`src/rtl/reg_shadow_bank.sv`:
```
`default_nettype none
// ============================================================================
//  Module   : reg_shadow_bank
//  Purpose  : Multi-channel double-buffered register bank for the DDS control
//             path. The host fills per-channel staging words one byte at a
//             time. A masked commit copies staging to the active outputs,
//             either at once or deferred to a sync strobe. Every loaded
//             channel pulses its update flag for one cycle.
//  Ports    : clk, rst_n         - clock, asynchronous active-low reset
//             wr_i, ch_i,
//             byte_sel_i, byte_i - byte write into staging
//             commit_i,
//             commit_mask_i,
//             sync_mode_i        - commit request (immediate or deferred)
//             sync_i             - strobe that fires a deferred commit
//             dout_o             - active words, channel n at [n*DATA_W +: DATA_W]
//             upd_o              - one-cycle pulse per loaded channel
//             dirty_o            - staging written since last apply
//             pending_o          - deferred commit armed
//             err_o              - one-cycle pulse on an out-of-range write
//  Notes    : DATA_W must be a multiple of 8 (>= 8); NUM_CH >= 1.
//  Revision : 1.0 - initial release
// ============================================================================
module reg_shadow_bank #(
  parameter int DATA_W = 32,
  parameter int NUM_CH = 4,
  parameter int CH_W   = (NUM_CH > 1) ? $clog2(NUM_CH) : 1,
  parameter int BS_W   = ((DATA_W / 8) > 1) ? $clog2(DATA_W / 8) : 1
) (
  input  logic                     clk,
  input  logic                     rst_n,
  input  logic                     wr_i,
  input  logic [CH_W-1:0]          ch_i,
  input  logic [BS_W-1:0]          byte_sel_i,
  input  logic [7:0]               byte_i,
  input  logic                     commit_i,
  input  logic [NUM_CH-1:0]        commit_mask_i,
  input  logic                     sync_mode_i,
  input  logic                     sync_i,
  output logic [NUM_CH*DATA_W-1:0] dout_o,
  output logic [NUM_CH-1:0]        upd_o,
  output logic [NUM_CH-1:0]        dirty_o,
  output logic                     pending_o,
  output logic                     err_o
);

  localparam int c_NUM_BYTES = DATA_W / 8;

  localparam logic [0:0] c_ST_IDLE  = 1'b0;
  localparam logic [0:0] c_ST_ARMED = 1'b1;

  logic [0:0]        r_state;
  logic [0:0]        w_state_nx;
  logic [NUM_CH-1:0] r_pend_mask;
  logic [NUM_CH-1:0] w_pend_nx;
  logic [NUM_CH-1:0] r_upd;
  logic [NUM_CH-1:0] r_dirty;
  logic              r_err;

  logic              w_ch_ok;
  logic              w_bs_ok;
  logic              w_wr_ok;
  logic [NUM_CH-1:0] w_wr_hit;
  logic [NUM_CH-1:0] w_apply;

  // Range checks only exist when the index field can encode values beyond
  // the populated range; a full power-of-two range is always valid.
  if (NUM_CH == (1 << CH_W)) begin : g_ch_full
    assign w_ch_ok = 1'b1;
  end else begin : g_ch_part
    localparam logic [CH_W-1:0] c_CH_LIM = CH_W'(NUM_CH);
    assign w_ch_ok = (ch_i < c_CH_LIM);
  end

  if (c_NUM_BYTES == (1 << BS_W)) begin : g_bs_full
    assign w_bs_ok = 1'b1;
  end else begin : g_bs_part
    localparam logic [BS_W-1:0] c_BS_LIM = BS_W'(c_NUM_BYTES);
    assign w_bs_ok = (byte_sel_i < c_BS_LIM);
  end

  assign w_wr_ok  = wr_i & w_ch_ok & w_bs_ok;
  assign w_wr_hit = w_wr_ok ? (NUM_CH'(1) << ch_i) : '0;

  // Commit control. IDLE handles immediate commits and arming; ARMED merges
  // further commits into the pending mask until sync fires. A sync in the
  // arming cycle is ignored because IDLE never looks at sync_i.
  always_comb begin
    w_apply    = '0;
    w_state_nx = r_state;
    w_pend_nx  = r_pend_mask;
    case (r_state)
      c_ST_IDLE: begin
        if (commit_i) begin
          if (!sync_mode_i) begin
            w_apply = commit_mask_i;
          end else if (|commit_mask_i) begin
            w_state_nx = c_ST_ARMED;
            w_pend_nx  = commit_mask_i;
          end
        end
      end
      c_ST_ARMED: begin
        if (sync_i) begin
          w_apply    = r_pend_mask | (commit_i ? commit_mask_i : '0);
          w_state_nx = c_ST_IDLE;
          w_pend_nx  = '0;
        end else if (commit_i) begin
          w_pend_nx = r_pend_mask | commit_mask_i;
        end
      end
      default: begin
        w_state_nx = c_ST_IDLE;
        w_pend_nx  = '0;
      end
    endcase
  end

  always_ff @(posedge clk or negedge rst_n) begin
    if (!rst_n) begin
      r_state     <= c_ST_IDLE;
      r_pend_mask <= '0;
      r_upd       <= '0;
      r_dirty     <= '0;
      r_err       <= 1'b0;
    end else begin
      r_state     <= w_state_nx;
      r_pend_mask <= w_pend_nx;
      r_upd       <= w_apply;
      // A write in the apply cycle wins, so the channel stays dirty.
      r_dirty     <= (r_dirty & ~w_apply) | w_wr_hit;
      r_err       <= wr_i & ~w_wr_ok;
    end
  end

  for (genvar n = 0; n < NUM_CH; n++) begin : g_ch
    logic [DATA_W-1:0] r_stage;
    logic [DATA_W-1:0] r_active;

    // Both registers update at the same edge, so an apply always captures
    // the staging value from before a same-cycle byte write.
    always_ff @(posedge clk or negedge rst_n) begin
      if (!rst_n) begin
        r_stage  <= '0;
        r_active <= '0;
      end else begin
        if (w_apply[n]) begin
          r_active <= r_stage;
        end
        if (w_wr_hit[n]) begin
          for (int b = 0; b < c_NUM_BYTES; b++) begin
            if (byte_sel_i == BS_W'(b)) begin
              r_stage[b*8 +: 8] <= byte_i;
            end
          end
        end
      end
    end

    assign dout_o[n*DATA_W +: DATA_W] = r_active;
  end

  assign upd_o     = r_upd;
  assign dirty_o   = r_dirty;
  assign pending_o = (r_state == c_ST_ARMED);
  assign err_o     = r_err;

endmodule
`default_nettype wire

```
`config.mk`:
```
export PLATFORM = sky130hd
export DESIGN_NAME = reg_shadow_bank
export DESIGN_NICKNAME = d
export VERILOG_FILES = /design/src/rtl/reg_shadow_bank.sv
export SDC_FILE = /design/constraint.sdc
export NUM_CORES = 1
export LEC_CHECK = 0
export CORE_UTILIZATION = 58
export DETAILED_ROUTE_END_ITERATION = 7
export PLACE_DENSITY = 0.85
export SLEW_MARGIN = 0
export SYNTH_ARGS = -nofsm -noshare
export SYNTH_HDL_FRONTEND = slang
export SYNTH_SLANG_ARGS = --single-unit
export TNS_END_PERCENT = 50
```
`constraint.sdc`:
```
create_clock -name clk -period 3.1 [get_ports clk]
set_input_delay 0.465 -clock clk [delete_from_list [all_inputs] [get_ports clk]]
set_output_delay 0.465 -clock clk [all_outputs]
set_load 0.005 [all_outputs]
```
==> metrics.md <==
| Metric | Value |
|---|---|
| Initial Utilization | 0.598 |
| Post-Synthesis Cell Area | 0.0104 sq mm |
| Largest net degree at the start of global routing | 81 |
| Worst skew pair latency | 0.52 ns |
| Avg Inst Size Synth | 16.4 sq um |
| Num CTS Buffers | 27 |
| Die Wd | 136 microns |
| Worst vdd ir | 0.000671 V |
| Post-synthesis xor/xnor area fraction | 0 |
| Area contributors post-synth | dfrtp_1, mux2_2, mux2_1 |
| Worst Path Buf+Inv | 1 |
| Area Overhead vs Synth | 26.0% |
| Resize count post-CTS | 0 |
| Slew HR | 0.311 |
| Vias per Instance | 5.61 |
| Post-Synth Adder-Cell Area | 0 |
| Final hold violation count | 0 |
| Largest stage delay, worst path | 0.72 ns |
| Top post-synthesis cells by count | dfrtp_1, mux2_2, mux2_1 |
| Number of diodes | 0 |
| Top-count cell post-synth | dfrtp_1 |
| Clock Pin Slew Worst Setup and Hold Paths | 0.06 ns |
| Asr flop ratio synth | 1.00 |
| Seq pwr share | 0.451 |
| Sw Ratio | 0.253 |
| Combinational share of power | 0.277 |
| CTS tree | yes |
| Critical Path Source Type | register |
| Initial antenna violation count | 0 |
| Tightest Hold Check Type | input port to asynchronous set/reset pin |
| F_max | 0.431 GHz |
| Reg area | 0.00673 sq mm |
| Top Ports | 160 |
| CTS Sinks | 269 |
| Yosys warnings | 0 |
| Crit Path Max Fanout | 14 |
| Critical Path End Type | output port |
| Minimum hold slack | 0.488 ns |
| CP Class | register to output port |
| Synth cell types | 38 |
| Initial DRC count | 330 |
| Max Root-Sink Buffers | 3 |
| Drt pass-1 iters | 4 |
| Total Routed Length | 22800 microns |
| Worst Clk Skew | 0.0125 ns |
| Post-synth top flop | dfrtp_1 |
| Wire per inst | 21.9 microns |
| Total core area | 0.0174 sq mm |
| Clock Power Share | 0.272 |
| Worst Path Required | 2.63 ns |
| Clock Root Buffer | clkbuf_16 |
| Global-route wire length before repair | 36200 microns |
| Synthesis-stage register bit count | 269 |
| RSZ-0062 raised after global routing | false |
| Row count | 48 |
| Mapped Cells | 631 |
| Fraction of layout cells with a size suffix above 1 | 0.374 |
| Reg2Reg Setup Slack | 0.83 ns |
| DP Wirelength | 14100 microns |
| Leakage power | 5.76 nW |
| Grt total ovfl | 0 |
| Htree depth | 1 |
| Pint | 9.15 mW |
| Power density over the cells | 938 mW/mm^2 |
| Final net count | 819 |
| Slew Limit Fails | 0 |
| Total GRT Usage | 0.261 |
| Worst-margin pin slew | 1.03 ns |
| Post-synthesis compound-gate area fraction | 0.0181 |
| CP delay by family, top | flip-flops |
| Slowest cell on the critical path | dfrtp_1 |
| Total number of vias | 5833 |
| Final period utilization | 0.749 |
| Drt drc | 0 |
| Synth area leader | dfrtp_1 |
| Synth Area in Simple Gates | 0.0277 |
| Filler instances | 983 |
| Die Area | 0.0184 sq mm |
| Post-synthesis sequential area ratio | 0.649 |
| Total of max-cap violations | 0 |
| Syn nets | 653 |
| Crit path time final | 2.32 ns |
| Critical path cell sequence | clkdlybuf4s50_1 |
| Multi-input logic area | 0.00342 sq mm |
| Routability congestion estimate | 0.918 |
| Vias in the first global route | 6350 |
| Mux share of post-synthesis cell area | 0.282 |
| Buffers on Ports | 158 |
| Outcome | complete, no violations |
| Net Sw Power | 3.10 mW |
| Setup TNS Final | 0 ns |
| Main combinational cell family by area after synthesis | multiplexers |
| Worst Path Arrival | 1.86 ns |
| EDFF count, synth | 0 |
| Final setup vio count | 0 |
| Final ANT Viol Nets | 0 |
| Die span in y | 136 microns |
| Area share of the largest cell type after synthesis | 0.649 |
-- cell usage in the layout, fill, tap and decap left out, types with 3 or more instances in the layout --
master           count
a21oi_1              5
a31oi_1              4
buf_4                8
bufinv_16            3
clkbuf_1             3
clkbuf_16           27
clkbuf_8             8
clkdlybuf4s50_1    157
clkinv_2             5
dfrtp_1            269
inv_1                4
mux2_1              25
mux2_2             224
mux2_4               8
nand2_1              9
nand3b_1             3
nor2_1               4
nor2_2               9
nor2b_1              3
o21ai_0              5
or3_1                3
-- per-stage QoR --
stage	total power, mW	instance area, sq um	utilization	worst slack (ns)	instances
final	12.3	13100	0.753	0.777	1040
after global routing	12.8	13100	0.753	0.693	1040
after CTS	12.4	13100	0.753	0.777	1040
after detailed placement	8.95	12100	0.699	0.547	992
after global placement	8.77	12100	0.699	0.670	992
after floorplan	6.67	10400	-	1.38	631
-- routing by layer --
layer	global-route usage	part of all wire	up-vias
li1	-	-	2566
met3	0.0415	0.048	45
met1	0.346	0.42	3063
met4	0.0787	0.022	0
met2	0.444	0.51	159
met5	0	0	-
-- power groups by stage --
stage | Clock, mW | Combinational [mW] | Sequential [mW]
after floorplan | 0 | 1.27 | 5.40
after CTS | 3.40 | 3.45 | 5.53
final | 3.33 | 3.39 | 5.53
after detailed placement | 0 | 3.40 | 5.56
after global placement | 0 | 3.29 | 5.48
after global routing | 3.54 | 3.62 | 5.68
-- cells by family (layout without fill, tap and decap cells) --
group	Yosys count	count (layout)
compound gates	24	24
mux	257	257
other cells	1	1
simple gates	44	44
flops	269	269
buf+inv	36	220
-- final timing paths --
path	start	endpoint	depth (start not counted)
worst min-delay path	rst_n	g_ch[2].r_stage[17]$_DFFE_PN0P_	2
max in group asynchronous	rst_n	g_ch[3].r_active[0]$_DFFE_PN0P_	3
min in group clk	g_ch[3].r_stage[29]$_DFFE_PN0P_	g_ch[3].r_active[29]$_DFFE_PN0P_	1
worst min register to register	g_ch[3].r_stage[29]$_DFFE_PN0P_	g_ch[3].r_active[29]$_DFFE_PN0P_	1
worst max register to register	pending_o$_DFF_PN0_	g_ch[1].r_active[3]$_DFFE_PN0P_	4
worst max-delay path	pending_o$_DFF_PN0_	pending_o	1
-- sequential cells by signal (all words and copies together) (netlist names) --
signal         cells
upd_o              4
g_ch.r_active    128
g_ch.r_stage     128
dirty_o            4
r_pend_mask        4
pending_o          1
-- repair_timing --
action / in CTS / in global routing
hold buffers: 1 / 0
endpoints found under the hold margin: 67 / 0
setup buffers: 0 / 0
-- cell type report --
class                   instances  share of cell area
inverters                       4             0.00115
clock inverters                 9             0.00967
flip-flops and latches        269               0.515
repair buffers                169               0.130
multi-input cells             326               0.262
clock buffers                  38              0.0610
well taps                     225              0.0215
(Power assumes the default switching activity.)
